===== src/rtl/collision_scheduler.sv =====
// collision_scheduler: once per frame, walks every object pair through one shared
// AABB comparator (one pair per clock, three phases) and emits kill strobes and alive masks.
module collision_scheduler #(
    parameter int unsigned MAX_ENEMY         = 15,
    parameter int unsigned MAX_ENEMY_BULLET  = 31,
    parameter int unsigned MAX_PLAYER_BULLET = 15,
    parameter int unsigned ENEMY_WIDTH       = 36,
    parameter int unsigned ENEMY_HEIGHT      = 24,
    parameter int unsigned PLAYER_WIDTH      = 24,
    parameter int unsigned PLAYER_HEIGHT     = 36,
    parameter int unsigned BULLET_WIDTH      = 4,
    parameter int unsigned BULLET_HEIGHT     = 16,
    parameter logic [8:0]  PLAYER_Y          = 9'd420
) (
    input  logic                         i_Clk,
    input  logic                         i_Reset,
    input  logic                         i_Start,
    input  logic [MAX_ENEMY-1:0]         i_EnemyState,
    input  logic [MAX_ENEMY_BULLET-1:0]  i_EnemyBulletState,
    input  logic [MAX_PLAYER_BULLET-1:0] i_PlayerBulletState,
    input  logic                         i_PlayerState,
    input  logic [9:0]                   i_PlayerPosition,
    output logic [1:0]                   o_RdSelA,
    output logic [4:0]                   o_RdIdxA,
    output logic [1:0]                   o_RdSelB,
    output logic [4:0]                   o_RdIdxB,
    input  logic [18:0]                  i_RdPosA,
    input  logic [18:0]                  i_RdPosB,
    output logic                         o_KillValid,
    output logic [1:0]                   o_KillSelA,
    output logic [4:0]                   o_KillIdxA,
    output logic [1:0]                   o_KillSelB,
    output logic [4:0]                   o_KillIdxB,
    output logic                         o_PlayerHit,
    output logic                         o_Busy,
    output logic                         o_Done,
    output logic [MAX_ENEMY-1:0]         o_EnemyState,
    output logic [MAX_ENEMY_BULLET-1:0]  o_EnemyBulletState,
    output logic [MAX_PLAYER_BULLET-1:0] o_PlayerBulletState,
    output logic                         o_PlayerState
);

    localparam logic [1:0] SEL_ENEMY   = 2'd0;
    localparam logic [1:0] SEL_EBULLET = 2'd1;
    localparam logic [1:0] SEL_PBULLET = 2'd2;
    localparam logic [1:0] SEL_PLAYER  = 2'd3;

    localparam logic [4:0] LAST_E  = 5'(MAX_ENEMY - 1);
    localparam logic [4:0] LAST_EB = 5'(MAX_ENEMY_BULLET - 1);
    localparam logic [4:0] LAST_PB = 5'(MAX_PLAYER_BULLET - 1);

    typedef enum logic [2:0] {IDLE, SNAP, PH0, PH1, PH2, DONE} state_t;

    state_t     state;
    logic [4:0] cnt_i;
    logic [4:0] cnt_j;
    logic [9:0] player_x;

    logic       issue;
    logic [1:0] sel_a;
    logic [4:0] idx_a;
    logic [1:0] sel_b;
    logic [4:0] idx_b;

    logic       cmp_valid;
    logic [1:0] cmp_sel_a;
    logic [4:0] cmp_idx_a;
    logic [1:0] cmp_sel_b;
    logic [4:0] cmp_idx_b;

    logic [31:0] e_pad;
    logic [31:0] eb_pad;
    logic [31:0] pb_pad;

    logic [9:0]  a_x;
    logic [8:0]  a_y;
    logic [10:0] a_w;
    logic [9:0]  a_h;
    logic        a_alive;
    logic [9:0]  b_x;
    logic [8:0]  b_y;
    logic        b_alive;
    logic        ovl_x;
    logic        ovl_y;
    logic        hit;
    logic [31:0] clr_a;
    logic [31:0] clr_b;

    assign e_pad  = 32'(o_EnemyState);
    assign eb_pad = 32'(o_EnemyBulletState);
    assign pb_pad = 32'(o_PlayerBulletState);

    // Issue stage: pair addresses decode straight from the phase counters.
    always_comb begin
        issue = 1'b0;
        sel_a = '0;
        idx_a = '0;
        sel_b = '0;
        idx_b = '0;
        case (state)
            PH0: begin
                issue = 1'b1;
                sel_a = SEL_EBULLET;
                idx_a = cnt_i;
                sel_b = SEL_PBULLET;
                idx_b = cnt_j;
            end
            PH1: begin
                issue = 1'b1;
                sel_a = SEL_ENEMY;
                idx_a = cnt_i;
                sel_b = SEL_PBULLET;
                idx_b = cnt_j;
            end
            PH2: begin
                issue = 1'b1;
                sel_a = SEL_PLAYER;
                sel_b = SEL_EBULLET;
                idx_b = cnt_j;
            end
            default: ;
        endcase
    end

    assign o_RdSelA = sel_a;
    assign o_RdIdxA = idx_a;
    assign o_RdSelB = sel_b;
    assign o_RdIdxB = idx_b;

    // Compare stage: liveness is taken from the working masks as they are now.
    always_comb begin
        a_x     = i_RdPosA[18:9];
        a_y     = i_RdPosA[8:0];
        a_w     = 11'(BULLET_WIDTH);
        a_h     = 10'(BULLET_HEIGHT);
        a_alive = eb_pad[cmp_idx_a];
        case (cmp_sel_a)
            SEL_ENEMY: begin
                a_w     = 11'(ENEMY_WIDTH);
                a_h     = 10'(ENEMY_HEIGHT);
                a_alive = e_pad[cmp_idx_a];
            end
            SEL_PLAYER: begin
                a_x     = player_x;
                a_y     = PLAYER_Y;
                a_w     = 11'(PLAYER_WIDTH);
                a_h     = 10'(PLAYER_HEIGHT);
                a_alive = o_PlayerState;
            end
            default: ;
        endcase
        b_x     = i_RdPosB[18:9];
        b_y     = i_RdPosB[8:0];
        b_alive = (cmp_sel_b == SEL_EBULLET) ? eb_pad[cmp_idx_b] : pb_pad[cmp_idx_b];
        ovl_x   = ({1'b0, a_x} <= {1'b0, b_x} + 11'(BULLET_WIDTH)) &&
                  ({1'b0, b_x} <= {1'b0, a_x} + a_w);
        ovl_y   = ({1'b0, a_y} <= {1'b0, b_y} + 10'(BULLET_HEIGHT)) &&
                  ({1'b0, b_y} <= {1'b0, a_y} + a_h);
        hit     = cmp_valid && a_alive && b_alive && ovl_x && ovl_y;
        clr_a   = 32'd1 << cmp_idx_a;
        clr_b   = 32'd1 << cmp_idx_b;
    end

    always_ff @(posedge i_Clk) begin
        if (i_Reset) begin
            state               <= IDLE;
            cnt_i               <= '0;
            cnt_j               <= '0;
            player_x            <= '0;
            cmp_valid           <= 1'b0;
            cmp_sel_a           <= '0;
            cmp_idx_a           <= '0;
            cmp_sel_b           <= '0;
            cmp_idx_b           <= '0;
            o_KillValid         <= 1'b0;
            o_KillSelA          <= '0;
            o_KillIdxA          <= '0;
            o_KillSelB          <= '0;
            o_KillIdxB          <= '0;
            o_PlayerHit         <= 1'b0;
            o_Busy              <= 1'b0;
            o_Done              <= 1'b0;
            o_EnemyState        <= '0;
            o_EnemyBulletState  <= '0;
            o_PlayerBulletState <= '0;
            o_PlayerState       <= 1'b0;
        end else begin
            o_Done      <= 1'b0;
            o_KillValid <= 1'b0;
            o_PlayerHit <= 1'b0;
            cmp_valid   <= issue;
            cmp_sel_a   <= sel_a;
            cmp_idx_a   <= idx_a;
            cmp_sel_b   <= sel_b;
            cmp_idx_b   <= idx_b;

            case (state)
                IDLE: begin
                    if (i_Start) begin
                        state  <= SNAP;
                        o_Busy <= 1'b1;
                    end
                end
                SNAP: begin
                    o_EnemyState        <= i_EnemyState;
                    o_EnemyBulletState  <= i_EnemyBulletState;
                    o_PlayerBulletState <= i_PlayerBulletState;
                    o_PlayerState       <= i_PlayerState;
                    player_x            <= i_PlayerPosition;
                    cnt_i               <= '0;
                    cnt_j               <= '0;
                    state               <= PH0;
                end
                PH0: begin
                    if (cnt_j == LAST_PB) begin
                        cnt_j <= '0;
                        if (cnt_i == LAST_EB) begin
                            cnt_i <= '0;
                            state <= PH1;
                        end else begin
                            cnt_i <= cnt_i + 5'd1;
                        end
                    end else begin
                        cnt_j <= cnt_j + 5'd1;
                    end
                end
                PH1: begin
                    if (cnt_j == LAST_PB) begin
                        cnt_j <= '0;
                        if (cnt_i == LAST_E) begin
                            cnt_i <= '0;
                            state <= PH2;
                        end else begin
                            cnt_i <= cnt_i + 5'd1;
                        end
                    end else begin
                        cnt_j <= cnt_j + 5'd1;
                    end
                end
                PH2: begin
                    if (cnt_j == LAST_EB) begin
                        cnt_j <= '0;
                        state <= DONE;
                    end else begin
                        cnt_j <= cnt_j + 5'd1;
                    end
                end
                DONE: begin
                    o_Done <= 1'b1;
                    o_Busy <= 1'b0;
                    state  <= IDLE;
                end
                default: state <= IDLE;
            endcase

            // The last pair is still being compared while in DONE.
            if (hit) begin
                o_KillValid <= 1'b1;
                o_KillSelA  <= cmp_sel_a;
                o_KillIdxA  <= cmp_idx_a;
                o_KillSelB  <= cmp_sel_b;
                o_KillIdxB  <= cmp_idx_b;
                o_PlayerHit <= (cmp_sel_a == SEL_PLAYER);
                case (cmp_sel_a)
                    SEL_ENEMY:   o_EnemyState <= o_EnemyState & ~clr_a[MAX_ENEMY-1:0];
                    SEL_EBULLET: o_EnemyBulletState <= o_EnemyBulletState & ~clr_a[MAX_ENEMY_BULLET-1:0];
                    SEL_PLAYER:  o_PlayerState <= 1'b0;
                    default: ;
                endcase
                if (cmp_sel_b == SEL_EBULLET)
                    o_EnemyBulletState <= o_EnemyBulletState & ~clr_b[MAX_ENEMY_BULLET-1:0];
                else
                    o_PlayerBulletState <= o_PlayerBulletState & ~clr_b[MAX_PLAYER_BULLET-1:0];
            end
        end
    end

endmodule


===== config.mk =====
export PLATFORM = sky130hd
export DESIGN_NAME = collision_scheduler
export DESIGN_NICKNAME = d
export VERILOG_FILES = /design/src/rtl/collision_scheduler.sv
export SDC_FILE = /design/constraint.sdc
export NUM_CORES = 1
export LEC_CHECK = 0
export BUFFER_PORTS_ARGS = -buffer_cell sky130_fd_sc_hd__buf_2
export CAP_MARGIN = 15
export CORE_ASPECT_RATIO = 1.75
export CORE_MARGIN = 10
export CORE_UTILIZATION = 61
export CTS_BUF_LIST = sky130_fd_sc_hd__clkbuf_4 sky130_fd_sc_hd__clkbuf_8
export DETAILED_ROUTE_END_ITERATION = 8
export GPL_TIMING_DRIVEN = 0
export PLACE_DENSITY_LB_ADDON = 0.2
export SYNTH_ARGS = -nofsm -noshare
export SYNTH_HDL_FRONTEND = slang
export SYNTH_SLANG_ARGS = --single-unit

===== constraint.sdc =====
create_clock -name i_Clk -period 14.08 [get_ports i_Clk]
set_input_delay 2.816 -clock i_Clk [delete_from_list [all_inputs] [get_ports i_Clk]]
set_output_delay 2.816 -clock i_Clk [all_outputs]
set_load 0.01 [all_outputs]

# Word level (Yosys, flattened, before mapping)

Cells that the tools add are included.

Register bits after elaboration: 118
Output and inout port bits: 94
Logic and storage cells: 130

Add/sub/neg operators: 6
$lt $le $gt $ge: 6
Eq/ne operators: 18
Shift-type cells: 2
Mux-type cells: 51
Bitwise operators: 9
Reductions and logical operators: 17

Operators with widths:

| kind                  | count |
|---|---|
| $mux 31               | 4 |
| $mux 15               | 6 |
| $and 31x31->31        | 2 |
| $not 31->31           | 2 |
| $shl 1x5->31 const A  | 2 |
| $mux 5                | 8 |
| $and 15x15->15        | 2 |
| $not 15->15           | 2 |
| $pmux 5 s3            | 2 |
| $pmux 6 s2            | 2 |
| $le 10x11->1          | 2 |
| $bmux 1 s5            | 4 |
| $le 9x10->1           | 2 |
| $mux 3                | 6 |
| $pmux 3 s5            | 1 |
| $lt 5x6->1 const B    | 2 |
| $mux 1                | 12 |
| $ne 2x2->1 const B    | 6 |
| $add 10x11->11        | 1 |
| $add 10x3->11 const B | 1 |
| $add 5x1->5 const B   | 2 |
| $add 9x10->10         | 1 |
| $add 9x5->10 const B  | 1 |
| $eq 5x4->1 const B    | 2 |
| 21 further kinds      | 34 |

# Logic depth before layout (Yosys ltp)

Depth after elaboration: 9
Mapped depth: 22

# Worst setup path after synthesis

OpenSTA, ideal clock, no wires.

Path type: input to register
Start: in i_RdPosA[11]
End: reg o_PlayerBulletState[0]
Library setup time: 117 ps
Data arrival time: 6461 ps
Data required time: 13963 ps
Slack: 7502 ps
Stages on the path: 17
Path through: mux2_2 ha_1 ha_1 a21boi_0 o221a_2 nor3_1 nor3_1 xnor2_1 ha_1 or4_1 a21oi_1 o21ai_0 o211ai_1 nand3_1 buf_2 o41a_1 a32o_1

Word-level cells in the longest chain between the ends: 7

Ends and longest elaborated chain:

| item                               | RTL line | source |
|---|---|---|
| start: declaration                 | 27       | `input logic [18:0] i_RdPosA,` |
| $mux 10 (*)                        | 137      | `case (cmp_sel_a)` |
| $add 10x11->11                     | 156      | `({1'b0, b_x} <= {1'b0, a_x} + a_w);` |
| $le 10x11->1                       | 156      |  |
| $logic_and 1x1->1 (*)              | 155      | `ovl_x = ({1'b0, a_x} <= {1'b0, b_x} + 11'(BULLET_WIDTH)) &&` |
| $logic_and 1x1->1 (*) (2 in a row) | 159      | `hit = cmp_valid && a_alive && b_alive && ovl_x && ovl_y;` |
| $mux 15 (*)                        | 257      | `if (hit) begin` |
| end signal: assignment             | 207      | `o_PlayerBulletState <= i_PlayerBulletState;` |
| end signal: assignment             | 273      | `o_PlayerBulletState <= o_PlayerBulletState & ~clr_b[MAX_PLAYER_BULLET-1:0];` |
| end: declaration                   | 39       | `output logic [MAX_PLAYER_BULLET-1:0] o_PlayerBulletState,` |

Mark *: on every way between the ends. The rest lies on a longest branch, timed or not.
A chain may end at the register's enable or synchronous reset.

# Worst setup path after layout

Start: in i_RdPosA[11]
End: reg o_EnemyBulletState[15]

Word-level cells in the longest chain between the ends: 7

Ends and longest elaborated chain:

| item                               | RTL line | source |
|---|---|---|
| $mux 10 (*)                        | 137      |  |
| $add 10x11->11                     | 156      |  |
| $le 10x11->1                       | 156      |  |
| $logic_and 1x1->1 (*)              | 155      |  |
| $logic_and 1x1->1 (*) (2 in a row) | 159      |  |
| $mux 31 (*)                        | 257      |  |
| end signal: assignment             | 206      | `o_EnemyBulletState <= i_EnemyBulletState;` |
| end signal: assignment             | 266      | `SEL_EBULLET: o_EnemyBulletState <= o_EnemyBulletState & ~clr_a[MAX_ENEMY_BULLET-1:0];` |
| end signal: assignment             | 271      | `o_EnemyBulletState <= o_EnemyBulletState & ~clr_b[MAX_ENEMY_BULLET-1:0];` |
| end: declaration                   | 38       | `output logic [MAX_ENEMY_BULLET-1:0] o_EnemyBulletState,` |

Marks and branches as above.

==> metrics.csv <==
metric,value,unit
status,completed,
Clock power frac,21.7,%
initial antenna violation count,0,
Die ar.,19500,um2
port bufs,206,
Post-CTS Setup Inserts,0,
Residual DRC,0,
"EDFF count, synth",0,
core area,13900,um2
cts bufs inserted,17,
LEAKAGE,4.35,nW
ant diodes,0,
period utilization,51.1,%
P per Cell Area,133,nW/um2
CTS resizes,0,
Final HPWL DP,24.9,mm
cts hold-fix bufs,0,
router iterations before antenna repair,7,
GRT Residual Overflow,0,
Die W,110,um
Yosys cell types,71,
Sw Share,43.1,%
multi-input logic area,5740,um2
TritonCTS clock tree,built,
critical path class,primary input to flip-flop,
Via Count,9595,
vias in the first global route,9428,
Final Critical Period,7.20,ns
slew margin rel.,27.0,%
Reg2Reg Depth,21,
"flops & latches, synth",116,
largest net degree at the start of global routing,17,
clock root buffer master,clkbuf_8,
P_sw,589,uW
io pins,207,
Worst-Skew Late Latency,0.46,ns
Sequential Power Share,33.7,%
Worst Hold Depth,2,
Cells after Synth,1052,
syn_area_per_cell,8.20,um2
Initial Util,62.0,%
clk_skew,0.0162,ns
Finished Core Util,73.7,%
die height,177,um
VDD IR max,0.000118,V
register area share after synthesis,26.9,%
first-pass GRT wire length,49.5,mm
worst slew pin tran,1.09,ns
max-slew violation count,0,
"Area growth, synth to finish",18.9,%
"Top FF cell, synth",dfxtp_1,
Critical Path Sink Type,flip-flop,
clk slew on worst S/H paths,0.08,ns
layout cells sized above 1,23.4,%
CTS Buffer Depth,2,
All-Layer GR Usage,32.6,%
Min-Delay Path Class,flip-flop to flip-flop,
# setup viols final,0,
RSZ-0062 raised after global routing,false,
Final Wtd Congestion,1.09,
WL final,32.6,mm
Max Clock Freq,139,MHz
Post-synth ARST share,0,%
Ys Warns,0,
Fill cells,1176,
# H-tree levels,4,
# rows,57,
Pint,776,uW
syn_nets,1218,
clk sink count,116,
Worst EP required,14.38,ns
Power Total,1.37,mW
startpoint types,primary input,
via/cell ratio,6.55,
Worst Path Arrival,7.50,ns
Iteration-0 DRC Markers,1075,
nets@finish,1443,
wire length per cell,22.2,um
setup TNS,0,ns
max-capacitance violation count,0,
mapped cell area,8620,um2
Final Hold Vio Count,0,
Storage cell area,2320,um2
Combinational Power Share,44.6,%
Antenna Nets Post-Route,0,
CP max FO,10,
## power by group through the flow
stage	logic (mW)	clock network [mW]	registers (mW)
6_report	0.609	0.296	0.460
5_1_grt	0.665	0.308	0.465
4_1_cts	0.599	0.293	0.455
3_5_place_dp	0.596	0	0.461
3_3_place_gp	0.583	0	0.459
2_1_floorplan	0.386	0	0.463
## cell type report
cell class	count	area share, %
sequential	116	22.7
multi-input combinational	807	56.0
clock buffer	20	2.56
tap	177	2.16
clock inverter	11	1.04
buffer	83	3.78
inverter	46	1.68
timing repair buffer	206	10.1
## kinds of logic after synthesis
family          count (synthesis)  share of synthesized area (%)
simple gates                  338                           19.8
compound gates                326                           26.5
buf+inv                       129                           6.50
flops                         116                           26.9
mux                            63                           9.75
fa+ha+maj                      53                           7.78
xor+xnor                       27                           2.74
## routing by layer
metal | routed length (um) | up-vias | track usage, %
li1 | - | 4346 | -
met1 | 11000 | 4431 | 34.2
met2 | 16200 | 632 | 55.7
met3 | 3000 | 186 | 7.77
met4 | 2320 | 0 | 21.5
met5 | 0 | - | 0
## registers in the layout, indices dropped and copies added (netlist names), 2 cells and up
signal	cells
o_EnemyState	15
o_PlayerBulletState	15
cmp_sel_a	2
o_EnemyBulletState	31
cnt_j	5
player_x	10
cmp_idx_a	5
o_KillIdxA	5
o_KillIdxB	5
o_KillSelA	2
state	3
cnt_i	5
cmp_idx_b	5
## placed cells by master (no fill, tap or decap), types with 10 or more instances in the layout
| cell type | instances |
|---|---|
| nor2_1 | 57 |
| o211ai_1 | 23 |
| dfxtp_1 | 116 |
| nor3_1 | 25 |
| ha_1 | 52 |
| inv_1 | 46 |
| nand2b_1 | 19 |
| xnor2_1 | 13 |
| o21ai_0 | 72 |
| mux2i_1 | 39 |
| a22o_1 | 12 |
| o311a_1 | 19 |
| o41a_1 | 12 |
| xor2_1 | 14 |
| nor2b_1 | 26 |
| or2_2 | 10 |
| mux4_2 | 16 |
| a21oi_1 | 63 |
| nand3_1 | 38 |
| clkbuf_8 | 18 |
| nand4_1 | 10 |
| or3_1 | 16 |
| a211oi_1 | 32 |
| a21boi_0 | 18 |
| o22ai_1 | 17 |
| o2bb2ai_1 | 15 |
| nand2_1 | 95 |
| clkbuf_1 | 57 |
| buf_2 | 218 |
## cell usage after synthesis, drive strengths merged (15+ instances only)
master   instances  area (um2)
dfxtp          116        2320
nand2           95         357
o21ai           75         383
a21oi           63         315
clkbuf          57         214
nor2            57         214
ha              52         651
inv             46         173
mux2i           39         390
nand3           38         190
a211oi          32         240
buf             26         174
nor2b           26         163
nor3            25         125
o211ai          23         173
nand2b          19         119
o311a           19         190
a21boi          18         135
o22ai           18         119
mux4            16         360
or3             16         100
o2bb2ai         15         131
## stage by stage
step / setup slack, ns / hold slack [ns] / instance area, um2 / cells
6_report: 6.88 / 0.466 / 10200 / 1466
5_1_grt: 6.69 / 0.488 / 10200 / 1466
4_1_cts: 7.09 / 0.467 / 10200 / 1466
3_5_place_dp: 6.65 / 0.456 / 9880 / 1435
3_3_place_gp: 6.65 / 0.441 / 9870 / 1435
2_1_floorplan: 7.50 / 0.433 / 8620 / 1052
## final timing paths
check / start / slack [ns] / end
setup / recovery: i_RdPosA[11] / 6.88 / o_EnemyBulletState[15]
hold / removal: player_x[0] / 0.47 / player_x[0]
setup reg to reg: cmp_sel_a[1] / 7.06 / o_EnemyBulletState[15]
hold reg to reg: player_x[0] / 0.47 / player_x[0]
## worst max-delay path: stages
cell and delay, ns:
buf_2 0.10, mux2_2 0.28, ha_1 0.21, ha_1 0.22
a21boi_0 0.13, o221a_2 0.29, nor3_1 0.35, nor3_1 0.10
xnor2_1 0.14, ha_1 0.18, or4_1 0.45, a21oi_1 0.13
o21ai_0 0.10, o211ai_1 0.45, nand3_1 0.43, o41ai_4 0.71
buf_4 0.29, o22ai_1 0.10
No activity file was read; power rests on OpenSTA's default activity.
